==> src/rtl/load_store_unit.sv <==
// Load/store unit between the MEM stage and the data memory port: a
// request/grant/rvalid handshake FSM with byte lanes and load extension.
module load_store_unit #(
    parameter int DATA_WIDTH = 32,
    parameter int ADDR_WIDTH = 32
) (
    input  logic                    clk_i,
    input  logic                    rst_ni,
    output logic                    data_req_o,
    input  logic                    data_gnt_i,
    input  logic                    data_rvalid_i,
    output logic [ADDR_WIDTH-1:0]   data_addr_o,
    output logic                    data_we_o,
    output logic [DATA_WIDTH/8-1:0] data_be_o,
    output logic [DATA_WIDTH-1:0]   data_wdata_o,
    input  logic [DATA_WIDTH-1:0]   data_rdata_i,
    input  logic                    mem_req_i,
    input  logic                    mem_we_i,
    input  logic [1:0]              mem_data_type_i,
    input  logic                    mem_sign_ext_i,
    input  logic [ADDR_WIDTH-1:0]   mem_addr_i,
    input  logic [DATA_WIDTH-1:0]   mem_wdata_i,
    output logic                    mem_ready_o,
    output logic                    mem_rvalid_o,
    output logic [DATA_WIDTH-1:0]   mem_rdata_o,
    output logic                    mem_err_o
);
    localparam int BE_W  = DATA_WIDTH / 8;
    localparam int OFF_W = $clog2(BE_W);

    localparam logic [1:0] IDLE        = 2'd0;
    localparam logic [1:0] WAIT_GNT    = 2'd1;
    localparam logic [1:0] WAIT_RVALID = 2'd2;

    localparam logic [1:0] TYPE_WORD  = 2'b00;
    localparam logic [1:0] TYPE_HALF  = 2'b01;
    localparam logic [1:0] TYPE_BYTE  = 2'b10;
    localparam logic [1:0] TYPE_DWORD = 2'b11;

    logic [1:0]            state_q;
    logic [ADDR_WIDTH-1:0] addr_q;
    logic                  we_q;
    logic                  sign_q;
    logic [1:0]            type_q;
    logic [OFF_W-1:0]      off_q;
    logic [BE_W-1:0]       be_q;
    logic [DATA_WIDTH-1:0] wdata_q;

    logic [OFF_W-1:0]      req_off;
    logic                  aligned;
    logic [7:0]            be_base;
    logic [BE_W-1:0]       req_be;
    logic [DATA_WIDTH-1:0] req_wdata;
    logic [ADDR_WIDTH-1:0] req_addr;
    logic                  idle;
    logic                  accept;
    logic                  legal_req;

    assign req_off = mem_addr_i[OFF_W-1:0];

    // NOTE: every always_comb output gets a default first so no path leaves it unassigned (no latch).
    always_comb begin
        aligned = 1'b0;
        be_base = 8'h00;
        case (mem_data_type_i)
            TYPE_BYTE: begin aligned = 1'b1;                       be_base = 8'h01; end
            TYPE_HALF: begin aligned = ~mem_addr_i[0];             be_base = 8'h03; end
            TYPE_WORD: begin aligned = (mem_addr_i[1:0] == 2'b00); be_base = 8'h0F; end
            default:   begin
                aligned = (DATA_WIDTH == 64) && (mem_addr_i[2:0] == 3'b000);
                be_base = 8'hFF;
            end
        endcase
    end

    assign req_be    = BE_W'(be_base) << req_off;
    assign req_wdata = mem_wdata_i << {req_off, 3'b000};
    assign req_addr  = {mem_addr_i[ADDR_WIDTH-1:OFF_W], {OFF_W{1'b0}}};

    assign idle        = rst_ni && (state_q == IDLE);
    assign accept      = idle && mem_req_i;
    assign legal_req   = accept && aligned;
    assign mem_ready_o = idle;
    assign mem_err_o   = accept && !aligned;
    assign data_req_o  = legal_req || (rst_ni && (state_q == WAIT_GNT));

    // In IDLE the bus follows the MEM inputs; while waiting for grant it is held from registers.
    always_comb begin
        data_addr_o  = '0;
        data_we_o    = 1'b0;
        data_be_o    = '0;
        data_wdata_o = '0;
        if (legal_req) begin
            data_addr_o  = req_addr;
            data_we_o    = mem_we_i;
            data_be_o    = req_be;
            data_wdata_o = req_wdata;
        end else if (data_req_o) begin
            data_addr_o  = addr_q;
            data_we_o    = we_q;
            data_be_o    = be_q;
            data_wdata_o = wdata_q;
        end
    end

    logic [DATA_WIDTH-1:0] rshift;
    logic [DATA_WIDTH-1:0] rext;

    assign rshift = data_rdata_i >> {off_q, 3'b000};

    always_comb begin
        rext = rshift;
        case (type_q)
            TYPE_BYTE: rext = sign_q ? DATA_WIDTH'($signed(rshift[7:0]))  : DATA_WIDTH'(rshift[7:0]);
            TYPE_HALF: rext = sign_q ? DATA_WIDTH'($signed(rshift[15:0])) : DATA_WIDTH'(rshift[15:0]);
            TYPE_WORD: rext = sign_q ? DATA_WIDTH'($signed(rshift[31:0])) : DATA_WIDTH'(rshift[31:0]);
            default:   rext = rshift;
        endcase
    end

    assign mem_rvalid_o = rst_ni && (state_q == WAIT_RVALID) && data_rvalid_i;
    assign mem_rdata_o  = (mem_rvalid_o && !we_q) ? rext : '0;

    // NOTE: state registers use non-blocking assignments so every flop samples pre-edge values.
    always_ff @(posedge clk_i) begin
        if (!rst_ni) begin
            state_q <= IDLE;
            addr_q  <= '0;
            we_q    <= 1'b0;
            sign_q  <= 1'b0;
            type_q  <= TYPE_WORD;
            off_q   <= '0;
            be_q    <= '0;
            wdata_q <= '0;
        end else begin
            case (state_q)
                IDLE: begin
                    if (legal_req) begin
                        addr_q  <= req_addr;
                        we_q    <= mem_we_i;
                        sign_q  <= mem_sign_ext_i;
                        type_q  <= mem_data_type_i;
                        off_q   <= req_off;
                        be_q    <= req_be;
                        wdata_q <= req_wdata;
                        state_q <= data_gnt_i ? WAIT_RVALID : WAIT_GNT;
                    end
                end
                WAIT_GNT: begin
                    if (data_gnt_i) state_q <= WAIT_RVALID;
                end
                WAIT_RVALID: begin
                    if (data_rvalid_i) state_q <= IDLE;
                end
                default: state_q <= IDLE;
            endcase
        end
    end

endmodule

==> config.mk <==
export PLATFORM = sky130hd
export DESIGN_NAME = load_store_unit
export DESIGN_NICKNAME = d
export VERILOG_FILES = /design/src/rtl/load_store_unit.sv
export SDC_FILE = /design/constraint.sdc
export NUM_CORES = 1
export LEC_CHECK = 0
export ABC_AREA = 1
export BUFFER_PORTS_ARGS = -buffer_cell sky130_fd_sc_hd__buf_2
export CELL_PAD_IN_SITES_DETAIL_PLACEMENT = 1
export CELL_PAD_IN_SITES_GLOBAL_PLACEMENT = 2
export CORE_MARGIN = 5
export CORE_UTILIZATION = 24
export DETAILED_ROUTE_END_ITERATION = 16
export PLACE_DENSITY_LB_ADDON = 0.1
export SLEW_MARGIN = 20
export SYNTH_ARGS = -nofsm -noshare
export SYNTH_HDL_FRONTEND = slang
export SYNTH_SLANG_ARGS = --single-unit
==> constraint.sdc <==
create_clock -name clk_i -period 2.7 [get_ports clk_i]
set_clock_uncertainty 0.1 [all_clocks]
set_input_delay 0.54 -clock clk_i [delete_from_list [all_inputs] [get_ports clk_i]]
set_output_delay 0.54 -clock clk_i [all_outputs]
set_load 0.005 [all_outputs]
; After elaboration in Yosys (flattened, before gate mapping)
; Index checks and enable logic that the tools add are counted.
[op_classes]
eq_ne = 9
n_mux = 19
n_reduce_logical = 16
shift = 3
n_bitwise = 1
[ops]
columns = operator, count
row1 = $mux W32, 7
row2 = $pmux W32 S2, 1
row3 = $shl A32 B5 Y32, 1
row4 = $shr A32 B5 Y32, 1
row5 = $pmux W4 S3, 1
row6 = $logic_and A1 B1 Y1, 8
row7 = $mux W2, 4
row8 = $mux W4, 2
row9 = $eq A2 B1 Y1 const B, 3
row10 = $eq A2 B2 Y1 const B, 3
row11 = $logic_not A2 Y1, 3
row12 = $ne A2 B2 Y1 const B, 3
row13 = $pmux W2 S3, 1
row14 = $shl A4 B2 Y4, 1
row15 = $pmux W1 S3, 1
row16 = $reduce_and A3 Y1, 1
row17 = $logic_not A1 Y1, 2
row18 = $mux W1, 2
row19 = $reduce_and A2 Y1, 1
row20 = $logic_or A1 B1 Y1, 1
row21 = $not A1 Y1, 1
[word_totals]
elab_cells = 56
in_bits = 105
ff_bits = 74
out_inout_bits = 105

; Logic depth before layout (Yosys ltp)
[logic_depth]
ltp_word = 7
depth_mapped = 10
depth_no_buf = 8

; Worst setup path before layout
; No wires, ideal clock.
[synth_timing]
kind = in2out
from = input mem_data_type_i[1]
to = output data_addr_o[10]
path_buffers = 2
t_arrival_ns = 1.653
t_required_ns = 2.060
stages = 9
slack_ns = 0.407
path_cell_list = inv_1 > ha_1 > nand2_1 > nand3_2 > nand3_1 > buf_4 > buf_2 > nand2_1 > o21ai_0
[synth_via]
elab_chain_len = 6
elab_cells_between_ends = 8
cone_classes = 2 x eq/ne / 3 x mux / 3 x reduce/logical
[synth_lines]
columns = element, line
row1 = start: declaration, 19  ; input logic [1:0] mem_data_type_i,
row2 = $eq A2 B1 Y1 (tied with other cells), 65  ; case (mem_data_type_i)
row3 = $pmux W1 S3 *, 65
row4 = $logic_and A1 B1 Y1 *, 82  ; assign legal_req = accept && aligned;
row5 = $logic_or A1 B1 Y1, 85  ; assign data_req_o = legal_req || (rst_ni && (state_q == WAIT_GNT));
row6 = $mux W32, 98  ; end else if (data_req_o) begin
row7 = $mux W32 *, 93  ; if (legal_req) begin
row8 = end: declaration, 12  ; output logic [ADDR_WIDTH-1:0] data_addr_o,
; Mark *: on every way between the ends. The rest lies on a longest branch, timed or not.

; Worst setup path after layout
[layout_timing]
from = input mem_data_type_i[1]
to = output data_addr_o[21]
; The elaborated chain is that of the path after synthesis.

==> metrics.csv <==
stage;metric;value;unit
cts;CTS H-tree lvls;3;
yosys;Async SR Flop Fraction;0;%
worst_setup_path;CP required;2.06;ns
worst_setup_path;crit path DAT;1.98;ns
worst_setup_path;crit path max fanout;28;
cts;Root Driver;clkbuf_16;
cells_and_area;Fillers;2668;
worst_setup_path;CP Launch Type;input port;
yosys;top post-synthesis cells by count;nand2_1, a21oi_1, dfxtp_1;
yosys;Post-Syn Area;0.00492;mm^2
global_route;largest net degree at the start of global routing;61;
yosys;Netlist cell types;29;
timing;Min Hold Slack;0.366;ns
timing;unrepaired setup endpoints after global routing;yes;
timing;Max-slew headroom;55.3;%
route;drt total wl;21400;um
global_route;GRT overflow;0;
yosys;post-synthesis register bit count;74;
global_route;antenna violations before repair;0;
cells_and_area;post-route cell area;0.00678;mm^2
worst_setup_path;worst setup path class;in -> out;
worst_hold_path;worst hold path class;reg -> reg;
floorplan;Initial Util;24.3;%
cts;CTS Buffer Depth;2;
yosys;register area share after synthesis;30.1;%
cts;Clk Latency, worst-skew pair;0.34;ns
status;outcome;complete, no violations;
timing;Final Max Slew Viols;0;
placed_design;post-place instance area;0.00638;mm^2
yosys;Synth area leader;dfxtp_1;
yosys;Mapped Avg Cell Area;6.13;um^2
timing;Tcrit/Tclk final;96.9;%
route;routed vias;6057;
global_route;global-route wire length before repair;33900;um
yosys;EDFF count, synth;0;
timing;Final setup viols;0;
timing;final worst slack;0.0828;ns
route;Vias per Instance;4.77;
pwr;power per cell area;456;mW/mm^2
cts;CTS Buf Count;9;
cells_and_area;Final Net Count;1104;
route;number of remaining DRC errors;0;
global_route;gr usage total;17.5;%
cts;clock-pin slew of the registers on the worst-case setup and hold paths;0.06;ns
pwr;Power Total;3.09;mW
route;DR WL/cell;16.9;um
worst_setup_path;Crit. End Element;primary output;
cells_and_area;Area Overhead vs Synth;37.8;%
cells_and_area;n_diodes;0;
floorplan;Core Area;0.0202;mm^2
pwr;worst vdd ir;0.326;mV
route;DR iter-0 viols;256;
cts;cts hold-fix bufs;0;
floorplan;# IOs;210;
cts;CTS tree;done;
yosys;total number of yosys warnings;0;
placed_design;gpl congestion;0.755;
global_route;vias in the first global route;6175;
placed_design;IO buf count;207;
yosys;Synth top area share;30.1;%
pwr;Leak;3.43;nW
yosys;Synth Flop Type;dfxtp_1;
placed_design;pre-CTS setup slack;0.0297;ns
yosys;Synth Instances;803;
cts;CTS Sinks;74;
timing;Worst-Margin Slew;0.671;ns
timing;final period demand of the worst path;2.62;ns
yosys;top cells by area, synth;dfxtp_1, nand2_1, nand4_1;
floorplan;Die Width;153;um
timing;Final Hold Viols;0;
floorplan;# rows;52;
floorplan;die area;0.0235;mm^2
placed_design;dpl hpwl;15800;um
timing;Fmax;382;MHz
yosys;cell with the most instances after synthesis;nand2_1;
floorplan;die span in y;153;um
route;DRT Pass-1 Iters;5;
cells_and_area;utilization after layout;33.5;%
route;antenna viol nets, final;0;
run;number of max-cap violations;0;
cells_and_area;layout cells sized above 1;29.1;%
-- stage by stage --
step / TNS (ns) / std cells
detailed placement: 0 / 1247
finish: 0 / 1269
global placement: 0 / 1247
floorplan: 0 / 804
CTS: 0 / 1263
global route: -0.0627 / 1269
-- per-layer routing --
layer	up-vias	GRT usage (%)	share of wire, %
met3	16	4.58	5.5
met1	2813	25.1	49
met4	0	3.27	1.0
met5	-	0	0
met2	140	26.6	44
li1	3088	-	-
-- power by group --
part / leakage, nW / switching (mW) / total [mW] / internal, mW
logic: 2.68 / 0.416 / 0.670 / 0.254
clock network: 0.150 / 0.531 / 1.28 / 0.752
registers: 0.600 / 0.0127 / 1.14 / 1.13
total: 3.43 / 0.960 / 3.09 / 2.13
-- placed cells by master, fill, tap and decap left out, types with 9 or more instances in the layout --
master     synthesis  layout
nor2_2            10      11
buf_2             17     207
buf_4              4      30
nor2_1            27      26
nand4_1           70      70
o21ai_1           12      19
nand3_1           70      69
o21ai_0           64      56
dfxtp_1           74      73
inv_1             63      61
nand2_1          216     214
nor3_1             9       9
clkbuf_16          0      10
a21oi_1           86      86
-- area by class of cell --
| class | count | area [um^2] | area share [%] |
|---|---|---|---|
| clock inverter | 6 | 72.6 | 1.07 |
| clock buffer | 10 | 239 | 3.52 |
| sequential | 74 | 1480 | 21.9 |
| tap | 270 | 338 | 4.98 |
| timing repair buffer | 249 | 1480 | 21.8 |
| multi-input combinational | 592 | 2910 | 42.9 |
| inverter | 68 | 259 | 3.82 |
-- sequential cells by signal, indices dropped and copies added (netlist names) --
| signal | flops |
|---|---|
| wdata_q | 32 |
| addr_q | 30 |
| be_q | 4 |
| off_q | 2 |
| state_q | 2 |
| type_q | 2 |
| sign_q | 1 |
| we_q | 1 |
-- worst paths after layout --
kind | start | end | slack (ns) | cells after the start
worst max-delay path | mem_data_type_i[1] | data_addr_o[21] | 0.08 | 10
worst min-delay path | wdata_q[8]$_SDFFE_PN0P_ | wdata_q[8]$_SDFFE_PN0P_ | 0.37 | 2
worst max register to register | state_q[1]$_SDFFE_PN0P_ | we_q$_SDFFE_PN0P_ | 0.99 | 8
worst min register to register | wdata_q[8]$_SDFFE_PN0P_ | wdata_q[8]$_SDFFE_PN0P_ | 0.37 | 2
-- worst max-delay path, cell delays in order --
cell and delay [ns]:
buf_2 0.10, inv_1 0.08, ha_1 0.20, nand2_1 0.11, nand3_2 0.15, nand3_4 0.16, buf_12 0.20, nand2_1 0.08
o21ai_0 0.19, buf_2 0.15
-- kinds of logic (layout without fill, tap and decap cells) --
kind of cell | count (synthesis) | count (layout) | share of synthesized area (%)
buf+inv | 138 | 333 | 11.4
simple gates | 408 | 408 | 38.0
other cells | 1 | 2 | 0.0762
flops | 74 | 74 | 30.1
compound gates | 177 | 177 | 19.1
fa+ha+maj | 5 | 5 | 1.27
-- timing repair --
| action | in CTS | in global routing |
|---|---|---|
| setup endpoints to repair | 16 | 66 |
| gates resized for setup | 1 | 16 |
| setup buffers | 0 | 5 |
| cloned | 0 | 1 |
No activity file was read; power rests on OpenSTA's default activity.
